$ cat config.mk
export PLATFORM = sky130hd
export DESIGN_NAME = alu_issue_unit
export DESIGN_NICKNAME = d
export VERILOG_FILES = /design/src/rtl/alu_issue_unit.sv
export SDC_FILE = /design/constraint.sdc
export NUM_CORES = 1
export LEC_CHECK = 0
export ABC_AREA = 1
export ABC_CLOCK_PERIOD_IN_PS = 1800
export CAP_MARGIN = 20
export CORE_MARGIN = 8
export CORE_UTILIZATION = 30
export DETAILED_ROUTE_END_ITERATION = 6
export GPL_TIMING_DRIVEN = 0
export PLACE_DENSITY_LB_ADDON = 0.1
export SLEW_MARGIN = 15
export SYNTH_ARGS = -nofsm -noshare
export SYNTH_HDL_FRONTEND = slang
export SYNTH_SLANG_ARGS = --single-unit
$ cat constraint.sdc
create_clock -name clk -period 1.8 [get_ports clk]
set_input_delay 0.36 -clock clk [delete_from_list [all_inputs] [get_ports clk]]
set_output_delay 0.36 -clock clk [all_outputs]
set_load 0.01 [all_outputs]
$ cat src/rtl/alu_issue_unit.sv
// Issue-side controller for the single-cycle ALU: encodes the request, drives
// registered operands/opcode into the ALU, then captures and returns the result.
module alu_issue_unit #(
    parameter int DATA_W = 32
) (
    input  logic              clk,
    input  logic              reset,
    input  logic              req_valid,
    output logic              req_ready,
    input  logic [1:0]        req_aluop,
    input  logic [2:0]        req_funct3,
    input  logic              req_funct7b5,
    input  logic [DATA_W-1:0] req_a,
    input  logic [DATA_W-1:0] req_b,
    output logic [DATA_W-1:0] SrcA,
    output logic [DATA_W-1:0] SrcB,
    output logic [3:0]        Operation,
    input  logic [DATA_W-1:0] ALUResult,
    input  logic              zero,
    input  logic              negative,
    output logic              rsp_valid,
    input  logic              rsp_ready,
    output logic [DATA_W-1:0] rsp_result,
    output logic              rsp_taken,
    output logic              rsp_illegal
);

    typedef enum logic [1:0] {IDLE, EXEC, RESP} state_t;
    typedef enum logic [2:0] {BR_NONE, BR_EQ, BR_NE, BR_LT, BR_GE} branch_t;

    localparam logic [3:0] OP_AND = 4'b0000;
    localparam logic [3:0] OP_OR  = 4'b0001;
    localparam logic [3:0] OP_ADD = 4'b0010;
    localparam logic [3:0] OP_XOR = 4'b0011;
    localparam logic [3:0] OP_SUB = 4'b0110;

    state_t            state_q, state_d;
    branch_t           branch_q, branch_d;
    logic [DATA_W-1:0] srcA_q, srcA_d;
    logic [DATA_W-1:0] srcB_q, srcB_d;
    logic [3:0]        op_q, op_d;
    logic              illegal_q, illegal_d;
    logic              aSign_q, aSign_d;
    logic              bSign_q, bSign_d;
    logic [DATA_W-1:0] result_q, result_d;
    logic              taken_q, taken_d;
    logic              rspIllegal_q, rspIllegal_d;
    logic              rspValid_q, rspValid_d;
    logic              negative_unused_q;

    logic [3:0]        encOp;
    branch_t           encBranch;
    logic              encIllegal;
    logic              lessThan;
    logic              takenNow;

    always_comb begin
        encOp      = OP_AND;
        encBranch  = BR_NONE;
        encIllegal = 1'b0;
        unique case (req_aluop)
            2'b00: encOp = OP_ADD;
            2'b01: begin
                encOp = OP_SUB;
                case (req_funct3)
                    3'b000:  encBranch = BR_EQ;
                    3'b001:  encBranch = BR_NE;
                    3'b100:  encBranch = BR_LT;
                    3'b101:  encBranch = BR_GE;
                    default: encIllegal = 1'b1;
                endcase
            end
            2'b10: begin
                case (req_funct3)
                    3'b000:  encOp = req_funct7b5 ? OP_SUB : OP_ADD;
                    3'b100:  encOp = OP_XOR;
                    3'b110:  encOp = OP_OR;
                    3'b111:  encOp = OP_AND;
                    default: encIllegal = 1'b1;
                endcase
            end
            default: encIllegal = 1'b1;
        endcase
        if (encIllegal) begin
            encOp     = OP_AND;
            encBranch = BR_NONE;
        end
    end

    // Signed less-than from the subtract result, corrected when operand signs differ
    // so that overflow of a-b cannot flip the decision.
    assign lessThan = (aSign_q != bSign_q) ? aSign_q : ALUResult[DATA_W-1];

    always_comb begin
        case (branch_q)
            BR_EQ:   takenNow = zero;
            BR_NE:   takenNow = !zero;
            BR_LT:   takenNow = lessThan;
            BR_GE:   takenNow = !lessThan;
            default: takenNow = 1'b0;
        endcase
    end

    always_comb begin
        state_d      = state_q;
        srcA_d       = srcA_q;
        srcB_d       = srcB_q;
        op_d         = op_q;
        branch_d     = branch_q;
        illegal_d    = illegal_q;
        aSign_d      = aSign_q;
        bSign_d      = bSign_q;
        result_d     = result_q;
        taken_d      = taken_q;
        rspIllegal_d = rspIllegal_q;
        rspValid_d   = rspValid_q;
        case (state_q)
            IDLE: begin
                if (req_valid) begin
                    srcA_d    = req_a;
                    srcB_d    = req_b;
                    op_d      = encOp;
                    branch_d  = encBranch;
                    illegal_d = encIllegal;
                    aSign_d   = req_a[DATA_W-1];
                    bSign_d   = req_b[DATA_W-1];
                    state_d   = EXEC;
                end
            end
            EXEC: begin
                result_d     = illegal_q ? '0 : ALUResult;
                taken_d      = illegal_q ? 1'b0 : takenNow;
                rspIllegal_d = illegal_q;
                rspValid_d   = 1'b1;
                state_d      = RESP;
            end
            RESP: begin
                if (rsp_ready) begin
                    rspValid_d = 1'b0;
                    state_d    = IDLE;
                end
            end
            default: state_d = IDLE;
        endcase
    end

    always_ff @(posedge clk) begin
        if (reset) begin
            state_q           <= IDLE;
            srcA_q            <= '0;
            srcB_q            <= '0;
            op_q              <= OP_AND;
            branch_q          <= BR_NONE;
            illegal_q         <= 1'b0;
            aSign_q           <= 1'b0;
            bSign_q           <= 1'b0;
            result_q          <= '0;
            taken_q           <= 1'b0;
            rspIllegal_q      <= 1'b0;
            rspValid_q        <= 1'b0;
            negative_unused_q <= 1'b0;
        end else begin
            state_q           <= state_d;
            srcA_q            <= srcA_d;
            srcB_q            <= srcB_d;
            op_q              <= op_d;
            branch_q          <= branch_d;
            illegal_q         <= illegal_d;
            aSign_q           <= aSign_d;
            bSign_q           <= bSign_d;
            result_q          <= result_d;
            taken_q           <= taken_d;
            rspIllegal_q      <= rspIllegal_d;
            rspValid_q        <= rspValid_d;
            negative_unused_q <= negative;
        end
    end

    assign req_ready   = (state_q == IDLE) && !reset;
    assign SrcA        = srcA_q;
    assign SrcB        = srcB_q;
    assign Operation   = op_q;
    assign rsp_valid   = rspValid_q;
    assign rsp_result  = result_q;
    assign rsp_taken   = taken_q;
    assign rsp_illegal = rspIllegal_q;

endmodule

==> results of run 1 <==
[Yosys cell counts]
| library cell | instances |
|---|---|
| sky130_fd_sc_hd__nand2_1 | 218 |
| sky130_fd_sc_hd__dfxtp_1 | 108 |
| sky130_fd_sc_hd__a21oi_1 | 105 |
| sky130_fd_sc_hd__inv_1 | 14 |
| sky130_fd_sc_hd__buf_2 | 13 |
| sky130_fd_sc_hd__clkbuf_1 | 13 |
| sky130_fd_sc_hd__nor2_1 | 13 |
| sky130_fd_sc_hd__buf_4 | 7 |
| sky130_fd_sc_hd__nand3_1 | 4 |
| sky130_fd_sc_hd__inv_2 | 3 |
| sky130_fd_sc_hd__nand4_1 | 3 |
| sky130_fd_sc_hd__o21ai_0 | 3 |
| sky130_fd_sc_hd__a211oi_1 | 2 |
| sky130_fd_sc_hd__buf_6 | 2 |
| sky130_fd_sc_hd__nor3_1 | 2 |
| sky130_fd_sc_hd__conb_1 | 1 |
| sky130_fd_sc_hd__nand2_2 | 1 |
| sky130_fd_sc_hd__nand3_4 | 1 |
| sky130_fd_sc_hd__nor2_4 | 1 |
[worst max-delay path: cells and delay by family (launching register included)]
| kind | cells | cell delay (ns) |
|---|---|---|
| buffers and inverters | 2 | 0.66 |
| DFF | 1 | 0.37 |
[placed cells by master, fill, tap and decap left out, drive strengths merged]
| master | instances |
|---|---|
| clkinvlp | 1 |
| o21ai | 3 |
| clkdlybuf4s50 | 206 |
| nor2 | 14 |
| nand3 | 5 |
| a211oi | 2 |
| buf | 22 |
| dfxtp | 108 |
| a21oi | 105 |
| bufinv | 1 |
| clkbuf | 24 |
| dlymetal6s2s | 1 |
| nand2 | 219 |
| clkinv | 2 |
| nand4 | 3 |
| nor3 | 2 |
| dlygate4sd2 | 1 |
| inv | 17 |
| conb | 1 |
[logic make-up after synthesis]
group                  synth area share
other                          0.000955
and+or+nand+nor                   0.242
buffers and inverters            0.0644
DFF                               0.551
AOI/OAI and AO/OA                 0.142
[final cells by class]
class                   count  area, sq um
well taps                 172          215
clock buffers              12          256
inverters                  17         63.8
clock inverters             4         47.5
flip-flops and latches    108         2160
multi-input cells         354         1510
repair buffers            208         2080
fillers                  1295         6200
plain buffers              34          185
[power by group]
group	switching (W)	leakage [nW]	total, W	internal, W
clock	0.000858	0.149	0.00201	0.00115
combinational	0.000451	1.43	0.00100	0.000553
sequential	0.0000716	0.884	0.00260	0.00253
[path summary, 6_finish.rpt]
path	startpoint	to	slack, ns	cells past startpoint
min	reset	SrcB[13]	0.45	2
min reg2reg	rsp_result[10]	rsp_result[10]	0.46	2
max	SrcA[31]	SrcA[31]	0.07	2
max reg2reg	state_q[0]	SrcB[8]	0.36	7
[metal layers]
layer	wire, um	GRT usage	vias to the layer above
li1	-	-	2073
met4	106	0.0473	0
met2	6790	0.271	131
met3	1150	0.0535	9
met5	0	0	-
met1	5660	0.178	1853
[per-stage QoR]
stage	hold WS, ns	cell area (sq um)	worst slack, ns
after floorplan	0.454	3930	0.532
after global placement	0.451	6220	-0.203
after detailed placement	0.454	6220	-0.200
after CTS	0.440	6520	0.0362
after global routing	0.468	6520	0.0129
final	0.449	6520	0.0694
[what timing repair did]
action | CTS | global route
setup buffers | 0 | 0
resized for setup | 1 | 1
cloned | 0 | 0
setup endpoints to repair | 1 | 1
[sequential cells by signal, summed over array words and instances (netlist names)]
signal and cells:
SrcB 32, branch_q 3, rsp_valid 1, rsp_result 32, Operation 3, state_q 2
illegal_q 1, rsp_taken 1, rsp_illegal 1, SrcA 32
==> impl_metrics.xml, run 1 <==
<?xml version="1.0" encoding="UTF-8"?>
<metrics>
  <group name="detailed_routing">
    <metric name="dr.pass1.iters" unit="">6</metric>
    <metric name="first_iter_violations" unit="">177</metric>
    <metric name="post_drt_via_cell_ratio" unit="">4.47</metric>
    <metric name="totalWireLength" unit="mm">13.7</metric>
    <metric name="detailroute.via_count" unit="">4066</metric>
    <metric name="routedWlPerCell" unit="um">15.1</metric>
    <metric name="drc_viols" unit="">0</metric>
    <metric name="drtAntennaViolNets" unit="">0</metric>
  </group>
  <group name="placement">
    <metric name="place_congestion" unit="">0.766</metric>
    <metric name="portbufs" unit="">208</metric>
    <metric name="hpwlAfterDp" unit="mm">10.5</metric>
    <metric name="post-place-cells" unit="">894</metric>
  </group>
  <group name="setup_path">
    <metric name="cp_slowest_stage_delay" unit="ns">0.54</metric>
    <metric name="crit_slowest_cell" unit="">sky130_fd_sc_hd__clkdlybuf4s50_1</metric>
    <metric name="cp-start-kind" unit="">flip-flop</metric>
    <metric name="setup.worst_path.end_class" unit="">output pin</metric>
    <metric name="crit_required" unit="ns">1.44</metric>
    <metric name="worstSetupPathType" unit="">flip-flop to output pin</metric>
    <metric name="worstPathArrival" unit="ns">1.37</metric>
    <metric name="timing.critical_path.cells" unit="">buf_4, clkdlybuf4s50_1</metric>
    <metric name="critical_path_peak_fanout" unit="">3</metric>
  </group>
  <group name="clock_tree">
    <metric name="cts_inserted_buffers" unit="">9</metric>
    <metric name="clkLatencyLatePin" unit="ns">0.34</metric>
    <metric name="cts_sinks" unit="">108</metric>
    <metric name="cts.htree.levels" unit="">3</metric>
    <metric name="cts_root_buffer" unit="">sky130_fd_sc_hd__clkbuf_16</metric>
    <metric name="ctsLongestPathBuffers" unit="">2</metric>
    <metric name="clk_pin_slew_worst_paths" unit="ns">0.07</metric>
    <metric name="tritoncts_clock_tree" unit="">built</metric>
    <metric name="ctsHoldBuffers" unit="">0</metric>
  </group>
  <group name="grt">
    <metric name="globalRouteTotalUtil" unit="">0.156</metric>
    <metric name="grt_start_max_net_pins" unit="">20</metric>
    <metric name="grt_overflow_total" unit="">0</metric>
    <metric name="first_pass_grt_wire_length" unit="mm">20.6</metric>
    <metric name="first_global_vias" unit="">3937</metric>
    <metric name="antenna_violations_before_repair" unit="">0</metric>
  </group>
  <group name="yosys">
    <metric name="synth_sequential_area_ratio" unit="">0.551</metric>
    <metric name="mappedNetlistArea" unit="sq mm">0.00393</metric>
    <metric name="synth_fp_nets" unit="">622</metric>
    <metric name="postSynthAreaPerCell" unit="sq um">7.64</metric>
    <metric name="yosys.area.top_type_share" unit="">0.551</metric>
    <metric name="yosys_warnings" unit="">0</metric>
    <metric name="mapped_cells" unit="">514</metric>
    <metric name="yosys-top-cells-area" unit="">sky130_fd_sc_hd__dfxtp_1 55%, sky130_fd_sc_hd__nand2_1 21%, sky130_fd_sc_hd__a21oi_1 13%</metric>
    <metric name="yosys.area.top_type" unit="">sky130_fd_sc_hd__dfxtp_1</metric>
    <metric name="postSynthRegisterBits" unit="">108</metric>
    <metric name="synthDistinctLibCells" unit="">19</metric>
  </group>
  <group name="sta">
    <metric name="slew_violations" unit="">0</metric>
    <metric name="fin_tns_setup" unit="ns">0</metric>
    <metric name="max_slew.worst_pin.slew" unit="ns">0.509</metric>
    <metric name="grt_setup_unrepaired" unit="">no</metric>
    <metric name="fin_worst_skew" unit="ns">0.00273</metric>
    <metric name="finalSetupViolations" unit="">0</metric>
    <metric name="timing.max_slew.rel_slack" unit="">0.661</metric>
    <metric name="period_needed" unit="ns">1.73</metric>
    <metric name="hold_vio_cnt_final" unit="">0</metric>
    <metric name="period_share" unit="">0.961</metric>
    <metric name="achievable_freq" unit="GHz">0.578</metric>
  </group>
  <group name="status">
    <metric name="status" unit="">completed</metric>
  </group>
  <group name="pwr">
    <metric name="p_total" unit="W">0.00561</metric>
    <metric name="leakage" unit="nW">2.46</metric>
    <metric name="peakVddDrop" unit="uV">569</metric>
    <metric name="power-per-cell-area" unit="mW/mm^2">860</metric>
  </group>
  <group name="floorplan">
    <metric name="placement_rows" unit="">41</metric>
    <metric name="chipHeight" unit="um">130</metric>
    <metric name="core_area" unit="sq mm">0.0127</metric>
    <metric name="floorplan.initialDensity" unit="">0.309</metric>
    <metric name="fp.dieW" unit="um">130</metric>
    <metric name="die_footprint" unit="sq mm">0.0170</metric>
    <metric name="ioPinCount" unit="">212</metric>
  </group>
  <group name="cells_and_area">
    <metric name="drive_gt1_frac" unit="">0.0583</metric>
    <metric name="final_net_count" unit="">840</metric>
    <metric name="layout.core_utilization" unit="">0.513</metric>
    <metric name="flow.area_growth_from_synthesis" unit="%">66.2</metric>
    <metric name="layoutNonFillerInstCount" unit="">909</metric>
    <metric name="n_antenna_cell" unit="">0</metric>
  </group>
  <group name="job">
    <metric name="count_of_max_cap_constraint_violations" unit="">0</metric>
  </group>
  <group name="worst_hold_path">
    <metric name="min-delay-path-class" unit="">primary input to flip-flop</metric>
  </group>
</metrics>
(Power assumes the default switching activity.)
==> run 2, diff against run 1 <==
--- a/config.mk
+++ b/config.mk
@@ -9,7 +9,7 @@
 export ABC_CLOCK_PERIOD_IN_PS = 1800
 export CAP_MARGIN = 20
 export CORE_MARGIN = 8
-export CORE_UTILIZATION = 30
+export CORE_UTILIZATION = 40
 export DETAILED_ROUTE_END_ITERATION = 6
 export GPL_TIMING_DRIVEN = 0
 export PLACE_DENSITY_LB_ADDON = 0.1
==> run 2 against run 1 <==
- clock skew grew 0.0059 ns
- power shrank 8.6%
- core utilization grew 15 points
- routed wire length shrank 6.6%
- highest routed layer unchanged
- register-to-register slack gained 0.05 ns
- final cell count shrank 4.5%
- largest power group unchanged
- clock power shrank 24%
- via count shrank 0.34%
- critical path type unchanged
- worst setup slack gained 0.0032 ns
==> impl_metrics.xml, run 2 (synthesis results as in run 1) <==
<?xml version="1.0" encoding="UTF-8"?>
<metrics>
  <group name="sta">
    <metric name="max_slew.worst_pin.slew" unit="ns">0.500</metric>
    <metric name="achievable_freq" unit="GHz">0.579</metric>
    <metric name="timing.max_slew.rel_slack" unit="">0.667</metric>
    <metric name="hold_vio_cnt_final" unit="">0</metric>
    <metric name="slew_violations" unit="">0</metric>
    <metric name="fin_tns_setup" unit="ns">0</metric>
    <metric name="grt_setup_unrepaired" unit="">no</metric>
    <metric name="period_share" unit="">0.960</metric>
    <metric name="finalSetupViolations" unit="">0</metric>
    <metric name="period_needed" unit="ns">1.73</metric>
    <metric name="fin_hold_ws" unit="ns">0.411</metric>
    <metric name="fin_worst_skew" unit="ns">0.00859</metric>
  </group>
  <group name="detailed_routing">
    <metric name="first_iter_violations" unit="">242</metric>
    <metric name="met3WireLength" unit="mm">1.02</metric>
    <metric name="post_drt_via_cell_ratio" unit="">4.67</metric>
    <metric name="met2_wirelength" unit="mm">6.32</metric>
    <metric name="detailroute.via_count" unit="">4052</metric>
    <metric name="route.layer.met1.wl" unit="mm">5.33</metric>
    <metric name="dr.pass1.iters" unit="">4</metric>
    <metric name="drtAntennaViolNets" unit="">0</metric>
    <metric name="topRoutingLayerUsed" unit="">met4</metric>
    <metric name="drc_viols" unit="">0</metric>
    <metric name="routedWlPerCell" unit="um">14.7</metric>
    <metric name="totalWireLength" unit="mm">12.8</metric>
  </group>
  <group name="floorplan">
    <metric name="placement_rows" unit="">36</metric>
    <metric name="ioPinCount" unit="">212</metric>
    <metric name="die_footprint" unit="sq mm">0.0132</metric>
    <metric name="fp.dieW" unit="um">115</metric>
    <metric name="chipHeight" unit="um">115</metric>
    <metric name="core_area" unit="sq mm">0.00964</metric>
    <metric name="floorplan.initialDensity" unit="">0.407</metric>
  </group>
  <group name="cells_and_area">
    <metric name="flow.area_growth_from_synthesis" unit="%">62.4</metric>
    <metric name="final_net_count" unit="">840</metric>
    <metric name="n_antenna_cell" unit="">0</metric>
    <metric name="drive_gt1_frac" unit="">0.0558</metric>
    <metric name="most_frequent_cells_in_the_layout" unit="">218 x sky130_fd_sc_hd__nand2_1, 207 x sky130_fd_sc_hd__clkdlybuf4s50_1, 108 x sky130_fd_sc_hd__dfxtp_1</metric>
    <metric name="layout.cells.most_common" unit="">sky130_fd_sc_hd__nand2_1</metric>
  </group>
  <group name="clock_tree">
    <metric name="cts.htree.levels" unit="">3</metric>
    <metric name="cts_root_buffer" unit="">sky130_fd_sc_hd__clkbuf_8</metric>
    <metric name="tritoncts_clock_tree" unit="">built</metric>
    <metric name="cts_sinks" unit="">108</metric>
    <metric name="clk_pin_slew_worst_paths" unit="ns">0.09</metric>
    <metric name="ctsResizeCount" unit="">1</metric>
    <metric name="post-cts-setup-buffer-count" unit="">0</metric>
    <metric name="cts_inserted_buffers" unit="">9</metric>
    <metric name="ctsHoldBuffers" unit="">0</metric>
    <metric name="ctsLongestPathBuffers" unit="">2</metric>
    <metric name="clkLatencyLatePin" unit="ns">0.36</metric>
  </group>
  <group name="grt">
    <metric name="first_global_vias" unit="">3956</metric>
    <metric name="grt_start_max_net_pins" unit="">20</metric>
    <metric name="grt_overflow_total" unit="">0</metric>
    <metric name="antenna_violations_before_repair" unit="">0</metric>
    <metric name="globalRouteTotalUtil" unit="">0.189</metric>
    <metric name="first_pass_grt_wire_length" unit="mm">19.8</metric>
  </group>
  <group name="setup_path">
    <metric name="worstPathArrival" unit="ns">1.37</metric>
    <metric name="cp_slowest_stage_delay" unit="ns">0.54</metric>
    <metric name="cp-start-kind" unit="">flip-flop</metric>
    <metric name="rr_startpoint" unit="">state_q[0]</metric>
    <metric name="timing.critical_path.cells" unit="">buf_4, clkdlybuf4s50_1</metric>
    <metric name="crit_slowest_cell" unit="">sky130_fd_sc_hd__clkdlybuf4s50_1</metric>
    <metric name="r2r-end" unit="">rsp_result[25]</metric>
    <metric name="crit_required" unit="ns">1.44</metric>
    <metric name="reg2reg_depth" unit="">5</metric>
    <metric name="setup.worst_path.end_class" unit="">output pin</metric>
    <metric name="setup.worst_path.start" unit="">SrcA[31]</metric>
    <metric name="worst_setup_path_endpoint" unit="">SrcA[31]</metric>
    <metric name="rrSetupSlack" unit="ns">0.41</metric>
    <metric name="critical_path_peak_fanout" unit="">3</metric>
    <metric name="worstSetupPathType" unit="">flip-flop to output pin</metric>
  </group>
  <group name="placement">
    <metric name="hpwlAfterDp" unit="mm">10.1</metric>
    <metric name="place_congestion" unit="">0.858</metric>
    <metric name="portbufs" unit="">208</metric>
  </group>
  <group name="pwr">
    <metric name="power-per-cell-area" unit="mW/mm^2">805</metric>
    <metric name="p_total" unit="W">0.00513</metric>
    <metric name="peakVddDrop" unit="uV">389</metric>
    <metric name="leakage" unit="nW">2.40</metric>
  </group>
  <group name="job">
    <metric name="count_of_max_cap_constraint_violations" unit="">0</metric>
  </group>
  <group name="worst_hold_path">
    <metric name="min-delay-path-class" unit="">primary input to flip-flop</metric>
  </group>
  <group name="status">
    <metric name="status" unit="">completed</metric>
  </group>
</metrics>
[run 2: cell types whose count changed in the layout (fill, tap and decap cells not counted), sizes merged]
cell and change:
bufinv +1, dlymetal6s2s -1, clkbuf -2, clkdlybuf4s50 +1, clkinv -1
[run 2: through the flow]
stage / area [sq um] / setup slack [ns] / util / std cells
floorplan: 3930 / 0.532 / - / 514
global placement: 6170 / -0.130 / 0.640 / 855
global route: 6370 / 0.0123 / 0.661 / 868
finish: 6370 / 0.0726 / 0.661 / 868
detailed placement: 6170 / -0.167 / 0.640 / 855
CTS: 6370 / 0.0435 / 0.661 / 868
[run 2: critical path: cells and delay by family, from the launching register on]
family,cells,cell delay [ns]
buffers and inverters,2,0.65
DFF,1,0.37
[run 2: where the power goes]
part	total, W	internal [W]	switching, W	leakage, nW
Combinational	0.000996	0.000554	0.000443	1.41
Sequential	0.00260	0.00253	0.0000710	0.884
Clock	0.00153	0.000772	0.000763	0.0984
[run 2: area by class of cell]
| class | instances | area, sq um |
|---|---|---|
| buffer | 34 | 185 |
| clock buffer | 10 | 128 |
| clock inverter | 4 | 76.3 |
| fill | 865 | 3270 |
| inverter | 17 | 63.8 |
| multi-input combinational | 354 | 1510 |
| sequential | 108 | 2160 |
| tap | 133 | 166 |
| timing repair buffer | 208 | 2080 |
[run 2: how the worst min path moves through the flow]
| stage | from | to | slack (ns) | cells after the start |
|---|---|---|---|---|
| after global placement | rsp_result[15] | rsp_result[15] | 0.45 | 2 |
| after detailed placement | rsp_result[2] | rsp_result[2] | 0.45 | 2 |
| after CTS | reset | state_q[0] | 0.41 | 2 |
| after global routing | reset | SrcB[11] | 0.42 | 2 |
| after floorplan | SrcA[31] | SrcA[31] | 0.45 | 2 |
| final | reset | state_q[0] | 0.41 | 2 |
[run 2: per-layer routing]
| metal | up-vias | track usage |
|---|---|---|
| li1 | 2069 | - |
| met1 | 1845 | 0.210 |
| met2 | 128 | 0.337 |
| met3 | 10 | 0.0614 |
| met4 | 0 | 0.0517 |
| met5 | - | 0 |
